[config.mk]
export PLATFORM = sky130hd
export DESIGN_NAME = mux_scan_sequencer
export DESIGN_NICKNAME = d
export VERILOG_FILES = /design/src/rtl/mux_scan_pkg.sv /design/src/rtl/mux_scan_dwell_cnt.sv /design/src/rtl/mux_scan_sequencer.sv
export SDC_FILE = /design/constraint.sdc
export NUM_CORES = 1
export LEC_CHECK = 0
export BUFFER_PORTS_ARGS = -buffer_cell sky130_fd_sc_hd__buf_2
export CAP_MARGIN = 20
export CORE_AREA = 2 2 39 41
export DETAILED_ROUTE_END_ITERATION = 10
export DIE_AREA = 0 0 41 43
export PLACE_DENSITY = 0.68
export REMOVE_ABC_BUFFERS = 1
export SYNTH_ARGS = -nofsm -noshare
export SYNTH_HDL_FRONTEND = slang
export SYNTH_SLANG_ARGS = --single-unit
[constraint.sdc]
create_clock -name clk -period 1.7 [get_ports clk]
set_clock_uncertainty 0.05 [all_clocks]
set_input_delay 0.34 -clock clk [delete_from_list [all_inputs] [get_ports clk]]
set_output_delay 0.34 -clock clk [all_outputs]
set_load 0.01 [all_outputs]
[src/rtl/mux_scan_pkg.sv]
// rtl/mux_scan_pkg.sv - shared types and constants for the mux scan sequencer
// Contents: state_e (IDLE/SCAN), default SEL_W/DWELL, num_ch() and cnt_w() helpers.
package mux_scan_pkg;

    typedef enum logic {
        IDLE = 1'b0,
        SCAN = 1'b1
    } state_e;

    localparam int DEF_SEL_W = 2;
    localparam int DEF_DWELL = 1;

    function automatic int num_ch(input int sel_w);
        return 1 << sel_w;
    endfunction

    // Counter width for a dwell of 'dwell' cycles; never narrower than one bit.
    function automatic int cnt_w(input int dwell);
        return (dwell > 1) ? $clog2(dwell) : 1;
    endfunction

endpackage

[src/rtl/mux_scan_dwell_cnt.sv]
// rtl/mux_scan_dwell_cnt.sv - per-channel dwell down-counter producing the capture strobe
// Ports: clk, rst_n (async active-low), load (arm for a new scan), en (count while scanning),
//        expire (high in the cycle whose closing edge is the capture edge).
module mux_scan_dwell_cnt
    import mux_scan_pkg::*;
#(
    parameter int DWELL = DEF_DWELL
) (
    input  logic clk,
    input  logic rst_n,
    input  logic load,
    input  logic en,
    output logic expire
);

    localparam int            CW     = cnt_w(DWELL);
    localparam logic [CW-1:0] RELOAD = CW'(DWELL - 1);

    logic [CW-1:0] cnt_q;
    logic [CW-1:0] cnt_d;

    always_ff @(posedge clk or negedge rst_n) begin
        if (!rst_n) begin
            cnt_q <= '0;
        end else begin
            cnt_q <= cnt_d;
        end
    end

    // Reloads itself on expiry so the next channel gets a full dwell.
    always_comb begin
        cnt_d = cnt_q;
        if (load) begin
            cnt_d = RELOAD;
        end else if (en) begin
            cnt_d = (cnt_q == '0) ? RELOAD : cnt_q - 1'b1;
        end
    end

    assign expire = en && !load && (cnt_q == '0);

endmodule

[src/rtl/mux_scan_sequencer.sv]
// rtl/mux_scan_sequencer.sv - steps a 4-to-1 style mux through its channels and captures each bit
// Ports: clk, rst_n (async active-low), start, mux_out (from mux), sel (to mux), busy,
//        done (1-cycle pulse on result update), result (bit n = mux_out while sel == n),
//        stop (only with MUX_SCAN_CONT_EN: ends continuous rescanning after the current scan).
// Build option: MUX_SCAN_CONT_EN enables continuous rescanning until stop.
module mux_scan_sequencer
    import mux_scan_pkg::*;
#(
    parameter int SEL_W = DEF_SEL_W,
    parameter int DWELL = DEF_DWELL
) (
    input  logic                  clk,
    input  logic                  rst_n,
    input  logic                  start,
    input  logic                  mux_out,
    output logic [SEL_W-1:0]      sel,
    output logic                  busy,
    output logic                  done,
    output logic [2**SEL_W-1:0]   result
`ifdef MUX_SCAN_CONT_EN
    ,
    input  logic                  stop
`endif
);

    localparam int               NUM_CH  = num_ch(SEL_W);
    localparam logic [SEL_W-1:0] LAST_CH = SEL_W'(NUM_CH - 1);

    state_e              state_q, state_d;
    logic [SEL_W-1:0]    sel_q, sel_d;
    logic                busy_q, busy_d;
    logic                done_q, done_d;
    logic [NUM_CH-1:0]   result_q, result_d;
    logic [NUM_CH-1:0]   shadow_q, shadow_d;

    logic expire;
    logic cnt_load;
    logic cnt_en;
    logic rescan;

`ifdef MUX_SCAN_CONT_EN
    assign rescan = ~stop;
`else
    assign rescan = 1'b0;
`endif

    assign cnt_load = (state_q == IDLE) && start;
    assign cnt_en   = (state_q == SCAN);

    mux_scan_dwell_cnt #(
        .DWELL (DWELL)
    ) u_dwell_cnt (
        .clk    (clk),
        .rst_n  (rst_n),
        .load   (cnt_load),
        .en     (cnt_en),
        .expire (expire)
    );

    always_ff @(posedge clk or negedge rst_n) begin
        if (!rst_n) begin
            state_q  <= IDLE;
            sel_q    <= '0;
            busy_q   <= 1'b0;
            done_q   <= 1'b0;
            result_q <= '0;
            shadow_q <= '0;
        end else begin
            state_q  <= state_d;
            sel_q    <= sel_d;
            busy_q   <= busy_d;
            done_q   <= done_d;
            result_q <= result_d;
            shadow_q <= shadow_d;
        end
    end

    always_comb begin
        state_d  = state_q;
        sel_d    = sel_q;
        busy_d   = busy_q;
        done_d   = 1'b0;
        result_d = result_q;
        shadow_d = shadow_q;
        case (state_q)
            IDLE: begin
                if (start) begin
                    state_d = SCAN;
                    sel_d   = '0;
                    busy_d  = 1'b1;
                end
            end
            SCAN: begin
                if (expire) begin
                    shadow_d[sel_q] = mux_out;
                    if (sel_q == LAST_CH) begin
                        // shadow_d already carries the last channel's bit, so the
                        // result is published without waiting a cycle.
                        result_d = shadow_d;
                        done_d   = 1'b1;
                        sel_d    = '0;
                        if (!rescan) begin
                            state_d = IDLE;
                            busy_d  = 1'b0;
                        end
                    end else begin
                        sel_d = sel_q + 1'b1;
                    end
                end
            end
            default: begin
                state_d = IDLE;
            end
        endcase
    end

    always_comb begin
        sel    = sel_q;
        busy   = busy_q;
        done   = done_q;
        result = result_q;
    end

endmodule
==> impl_metrics.yaml, run 1 <==
run_status:
  status: "complete, no violations"
drt:
  ant_nets: 0
  routed_wl_um: 1123
  detailroute.via_count: 416
  drtIter0Drc: 4
  wl_per_cell_um: 13.86
  drc_errors: 0
  via_per_inst: 5.136
  dr.pass1.iters: 4
cells_and_area:
  regArea_um2: 325.3
  synthToLayoutAreaGrowth_pct: 15.51
  final_common_cell: "dfrtp_1"
  most-common-layout-cells: "dfrtp_1 (13), buf_2 (11), a21oi_1 (8)"
  nets: 75
  drive_above_1_share_pct: 29.23
  fin_cells: 81
  fill_cells: 132
  multi_input_area_um2: 260.3
  antenna_cells: 0
sta:
  drv_slew: 0
  period_needed_ns: 1.369
  maxSlewHeadroom_pct: 71.40
  hold_viol: 0
  rsz0062_at_grt: "no"
  worst_slew_pin_slew_ns: 0.4289
  fin_crit_sh_pct: 80.55
  finalSetupViolCount: 0
  setup-tns-final_ns: 0
  fmax_ghz: 0.7303
cts:
  cts_setup_buffers: 0
  cts_tree: "done"
  htree_num_levels: 1
  path_clk_slew_ns: 0.08
  clock-sinks: 13
  clk_latency_ns: 0.28
  cts-root-buf: "clkbuf_4"
  cts_buffer_depth: 2
  cts_buffers: 3
floorplanning:
  die_w_um: 41
  die_h_um: 43
  io_pins: 12
  die_area_mm2: 0.001763
  rows: 14
  coreArea_mm2: 0.001384
  start_util_pct: 44.30
synth:
  synth.yosys.seq_area_share_pct: 53.06
  ys_ff_latch: 13
  netlist_area_um2: 613.1
  synth_area_per_cell_um2: 12.02
  ys.warnings.count: 0
  yosysUniqueCellTypes: 16
  synth_cells: 51
global_route:
  grt_max_degree: 14
  overflow: 0
  antenna_found_initial: 0
  grt_pass1_wl_um: 1863
  track_usage_pct: 16.26
  grt_pass1_vias: 420
critical_path:
  path_max_fanout: 7
  critical_path_class: "flop to flop"
  critPathRequiredTime_ns: 1.81
  arrival_ns: 1.48
  critPathCaptureType: "flop"
  critPathLaunchType: "flop"
placed_design:
  numPortBuffers: 11
  dp_hpwl_um: 810.5
  placed_cells: 76
  routabilityCongestion: 0.6796
power:
  peakVddDrop_mv: 0.7017
  leakagePower_nw: 0.3457
  total_power_w: 0.001413
  p_per_area_mw_per_mm2: 1995
min_path:
  hp-class: "primary input to flop"
flow_run:
  maxCapViolCount: 0
==> where the power goes <==
| group | switching, W | internal [W] | leakage, nW |
|---|---|---|---|
| Combinational | 0.000298 | 0.000318 | 0.182 |
| Sequential | 0.000143 | 0.000463 | 0.148 |
| Clock | 0.000101 | 0.0000911 | 0.0150 |
| Total | 0.000541 | 0.000871 | 0.346 |
==> layout make-up <==
class | count | share of cell area (%)
tap | 16 | 2.827
sequential | 13 | 45.94
inverter | 3 | 1.590
clock buffer | 4 | 3.710
timing repair buffer | 12 | 9.187
multi-input combinational | 33 | 36.75
==> worst max-delay path, stage by stage (launching register included) <==
cell and delay [ns]:
dfrtp_1 0.46, inv_1 0.10, ha_1 0.23, nand2_1 0.09, mux2_2 0.34
==> repair_timing <==
| item | in CTS | in global routing |
|---|---|---|
| hold endpoints to repair | 13 | 0 |
| hold buffers | 1 | 0 |
| gates resized for setup | 0 | 0 |
==> stage by stage <==
stage | setup slack, ns | instance area [µm²] | hold WS, ns | utilization [%]
floorplan | 0.3737 | 596.8 | -0.005591 | -
global route | 0.2542 | 708.2 | 0.3018 | 51.18
detailed placement | 0.3345 | 671.9 | 0.1950 | 48.55
global placement | 0.4066 | 671.9 | 0.1928 | 48.55
CTS | 0.3193 | 708.2 | 0.2772 | 51.18
finish | 0.3307 | 708.2 | 0.2822 | 51.18
==> state kept, by name, summed over array words and instances, names as in the netlist <==
signal,cells
result,4
shadow_q,4
sel,2
busy,1
cnt_en,1
done,1
==> cell families after synthesis <==
kind of cell / share of synthesized area, %
compound gates: 10.41
fa+ha+maj: 10.20
buf+inv: 4.489
flops: 53.06
mux: 15.10
simple gates: 6.735
==> final timing paths <==
check / from / to / slack, ns / cells after the start
max in group asynchronous: rst_n / result[2]$_DFFE_PN0P_ / 0.94 / 2
setup reg to reg: sel[0]$_DFFE_PN0P_ / shadow_q[0]$_DFFE_PN0P_ / 0.33 / 4
hold / removal: start / cnt_en$_DFF_PN0_ / 0.28 / 3
setup / recovery: sel[0]$_DFFE_PN0P_ / shadow_q[0]$_DFFE_PN0P_ / 0.33 / 4
min in group asynchronous: rst_n / sel[1]$_DFFE_PN0P_ / 0.43 / 2
hold reg to reg: shadow_q[3]$_DFFE_PN0P_ / shadow_q[3]$_DFFE_PN0P_ / 0.45 / 1
==> metal layers <==
metal  vias up  wire length [µm]  global-route usage (%)
li1        204                 -                       -
met4         0                21                   10.00
met3         2                35                   1.571
met1       200               499                   21.84
met2        10               567                   24.06
met5         -                 0                       0
==> synth_stat cells <==
cell type  instances  share of area (%)
mux2_2             1                1.8
buf_2              1               0.82
mux2_4             2                4.9
o22ai_1            1                1.0
ha_1               5                 10
dfrtp_1           13                 53
mux2_1             1                1.8
buf_6              1                1.8
nand2_1            2                1.2
a21oi_1            8                6.5
a22o_1             2                2.9
inv_1              3                1.8
nor2_1             4                2.4
and2_1             1                1.0
mux2i_1            4                6.5
nand2_2            2                2.0
No activity file was read; power rests on OpenSTA's default activity.
==> run 2: changes to the inputs <==
CORE_AREA = unset   (was 2 2 39 41)
CORE_UTILIZATION = 45   (was unset)
DIE_AREA = unset   (was 0 0 41 43)
PLACE_DENSITY = 0.7   (was 0.68)
clock period = 1.13 ns   (was 1.7 ns; I/O delays follow)
==> impl_metrics.yaml, run 2 (same netlist as run 1, synthesis figures left out) <==
placed_design:
  place_area_um2: 737.0
  post-place-ws_ns: -0.1707
  routabilityCongestion: 0.7951
  dp_hpwl_um: 827.8
  numPortBuffers: 11
global_route:
  grt_pass1_wl_um: 1959
  antenna_found_initial: 0
  grt_pass1_vias: 441
  grt_max_degree: 14
  overflow: 0
  track_usage_pct: 20.71
power:
  pwr-share-clk_pct: 10.7
  peakVddDrop_mv: 1.728
  leakagePower_nw: 0.4033
  p_int_w: 0.001703
  comb_power_share_pct: 53.9
  p_seq_share_pct: 35.4
  switching_share_pct: 36.55
  p_per_area_mw_per_mm2: 3092
  power_switching_w: 0.0009813
sta:
  period_needed_ns: 1.278
  finalSetupViolCount: 13
  maxSlewHeadroom_pct: 75.18
  hold_viol: 0
  fin_crit_sh_pct: 113.1
  worst_slew_pin_slew_ns: 0.3724
  fmax_ghz: 0.7827
  rsz0062_at_grt: "yes"
  drv_slew: 0
  setup_ws_ns: -0.1476
critical_path:
  critPathRequiredTime_ns: 0.85
  critPathLaunchType: "flop"
  path_max_fanout: 5
  critical_path_class: "flop to output pin"
  arrival_ns: 1.00
  cp-startpoint: "sel[0]$_DFFE_PN0P_"
  crit_top_cell: "buf_6"
  slowest_stage: "dfrtp_2"
  path_cells: "buf_6, buf_6"
  critPathCaptureType: "output pin"
  crit_family: "flip-flops"
  slowest_delay_ns: 0.48
  crit_buf_inv: 2
  r2r-start: "sel[0]$_DFFE_PN0P_"
drt:
  drc_errors: 0
  dr.pass1.iters: 4
  via_per_inst: 5.056
  routed_wl_um: 1240
  detailroute.via_count: 450
  wl_per_cell_um: 13.93
  drtIter0Drc: 6
  ant_nets: 0
cells_and_area:
  drive_above_1_share_pct: 54.67
  final_common_cell: "dfrtp_1"
  most-common-layout-cells: "dfrtp_1 (11), buf_2 (9), a21oi_1 (8)"
  synthToLayoutAreaGrowth_pct: 41.63
  fin_util_pct: 73.21
  nets: 85
  final_area_um2: 868.3
  antenna_cells: 0
floorplanning:
  coreArea_mm2: 0.001186
  io_pins: 12
  die_w_um: 38.91
  rows: 12
  start_util_pct: 51.69
  die_area_mm2: 0.001514
  die_h_um: 38.91
run_status:
  status: "finished with violations"
  violations: "setup timing"
cts:
  cts_buffer_depth: 2
  cts_buffers: 3
  htree_num_levels: 1
  cts_tree: "done"
  cts-root-buf: "clkbuf_4"
  clock-sinks: 13
  clk_latency_ns: 0.27
  path_clk_slew_ns: 0.08
min_path:
  hp-class: "primary input to flop"
  worstHoldStart: "start"
flow_run:
  maxCapViolCount: 0
run 2: cell types whose count changed in the layout (fill, tap and decap cells not counted), sizes merged:
cell | before | now
buf | 11 | 21
run 2: layer usage:
| metal | routed length, µm | part of all wire (%) | GRT usage, % | vias to the layer above |
|---|---|---|---|---|
| li1 | - | - | - | 221 |
| met1 | 566 | 46 | 23.16 | 219 |
| met2 | 614 | 50 | 33.33 | 8 |
| met3 | 47 | 3.8 | 6.936 | 2 |
| met4 | 11 | 0.89 | 12.93 | 0 |
| met5 | 0 | 0 | 0 | - |
run 2: metrics by stage:
| stage | hold WS (ns) | instances | total power [W] | setup TNS, ns |
|---|---|---|---|---|
| after CTS | 0.1896 | 89 | 0.002489 | -1.220 |
| after floorplan | -0.1196 | 49 | 0.001544 | -0.9023 |
| after global placement | 0.07465 | 83 | 0.002011 | -0.9425 |
| after detailed placement | 0.08276 | 83 | 0.002054 | -1.157 |
| final | 0.1697 | 89 | 0.002685 | -1.233 |
| after global routing | 0.1898 | 89 | 0.002872 | -1.881 |
run 2: power by group through the flow:
stage	combinational, W	clock (W)	sequential [W]
after global routing	0.00157	0.000324	0.000981
after detailed placement	0.00115	0	0.000900
after global placement	0.00113	0	0.000886
after floorplan	0.000599	0	0.000945
final	0.00145	0.000286	0.000951
after CTS	0.00128	0.000293	0.000915
run 2: worst paths after layout:
check	endpoint	depth (start not counted)	slack [ns]
worst max register to register	shadow_q[3]$_DFFE_PN0P_	3	-0.13
worst min register to register	shadow_q[3]$_DFFE_PN0P_	1	0.45
min in group asynchronous	shadow_q[2]$_DFFE_PN0P_	2	0.31
max in group asynchronous	sel[1]$_DFFE_PN0P_	2	0.48
worst min-delay path	cnt_en$_DFF_PN0_	3	0.17
worst max-delay path	sel[0]	2	-0.15
run 2: cell type report:
| cell class | instances | area, µm² |
|---|---|---|
| tap | 14 | 17.52 |
| clock buffer | 4 | 26.28 |
| inverter | 3 | 16.27 |
| multi-input combinational | 33 | 312.8 |
| sequential | 13 | 327.8 |
| timing repair buffer | 22 | 167.7 |
| fill | 75 | 317.8 |
run 2: repair_timing:
action / CTS / global route
setup buffers: 1 / 0
hold buffers: 1 / 0
pin swaps: 1 / 4
setup endpoints to repair: 14 / 15
gates resized for setup: 12 / 12
endpoints found under the hold margin: 13 / 0
run 2: worst reg2reg max path, delay by kind of cell, from the launching register on:
kind | cells | cell delay (ns)
fa+ha+maj | 1 | 0.22
flops | 1 | 0.48
mux | 1 | 0.33
simple gates | 1 | 0.08
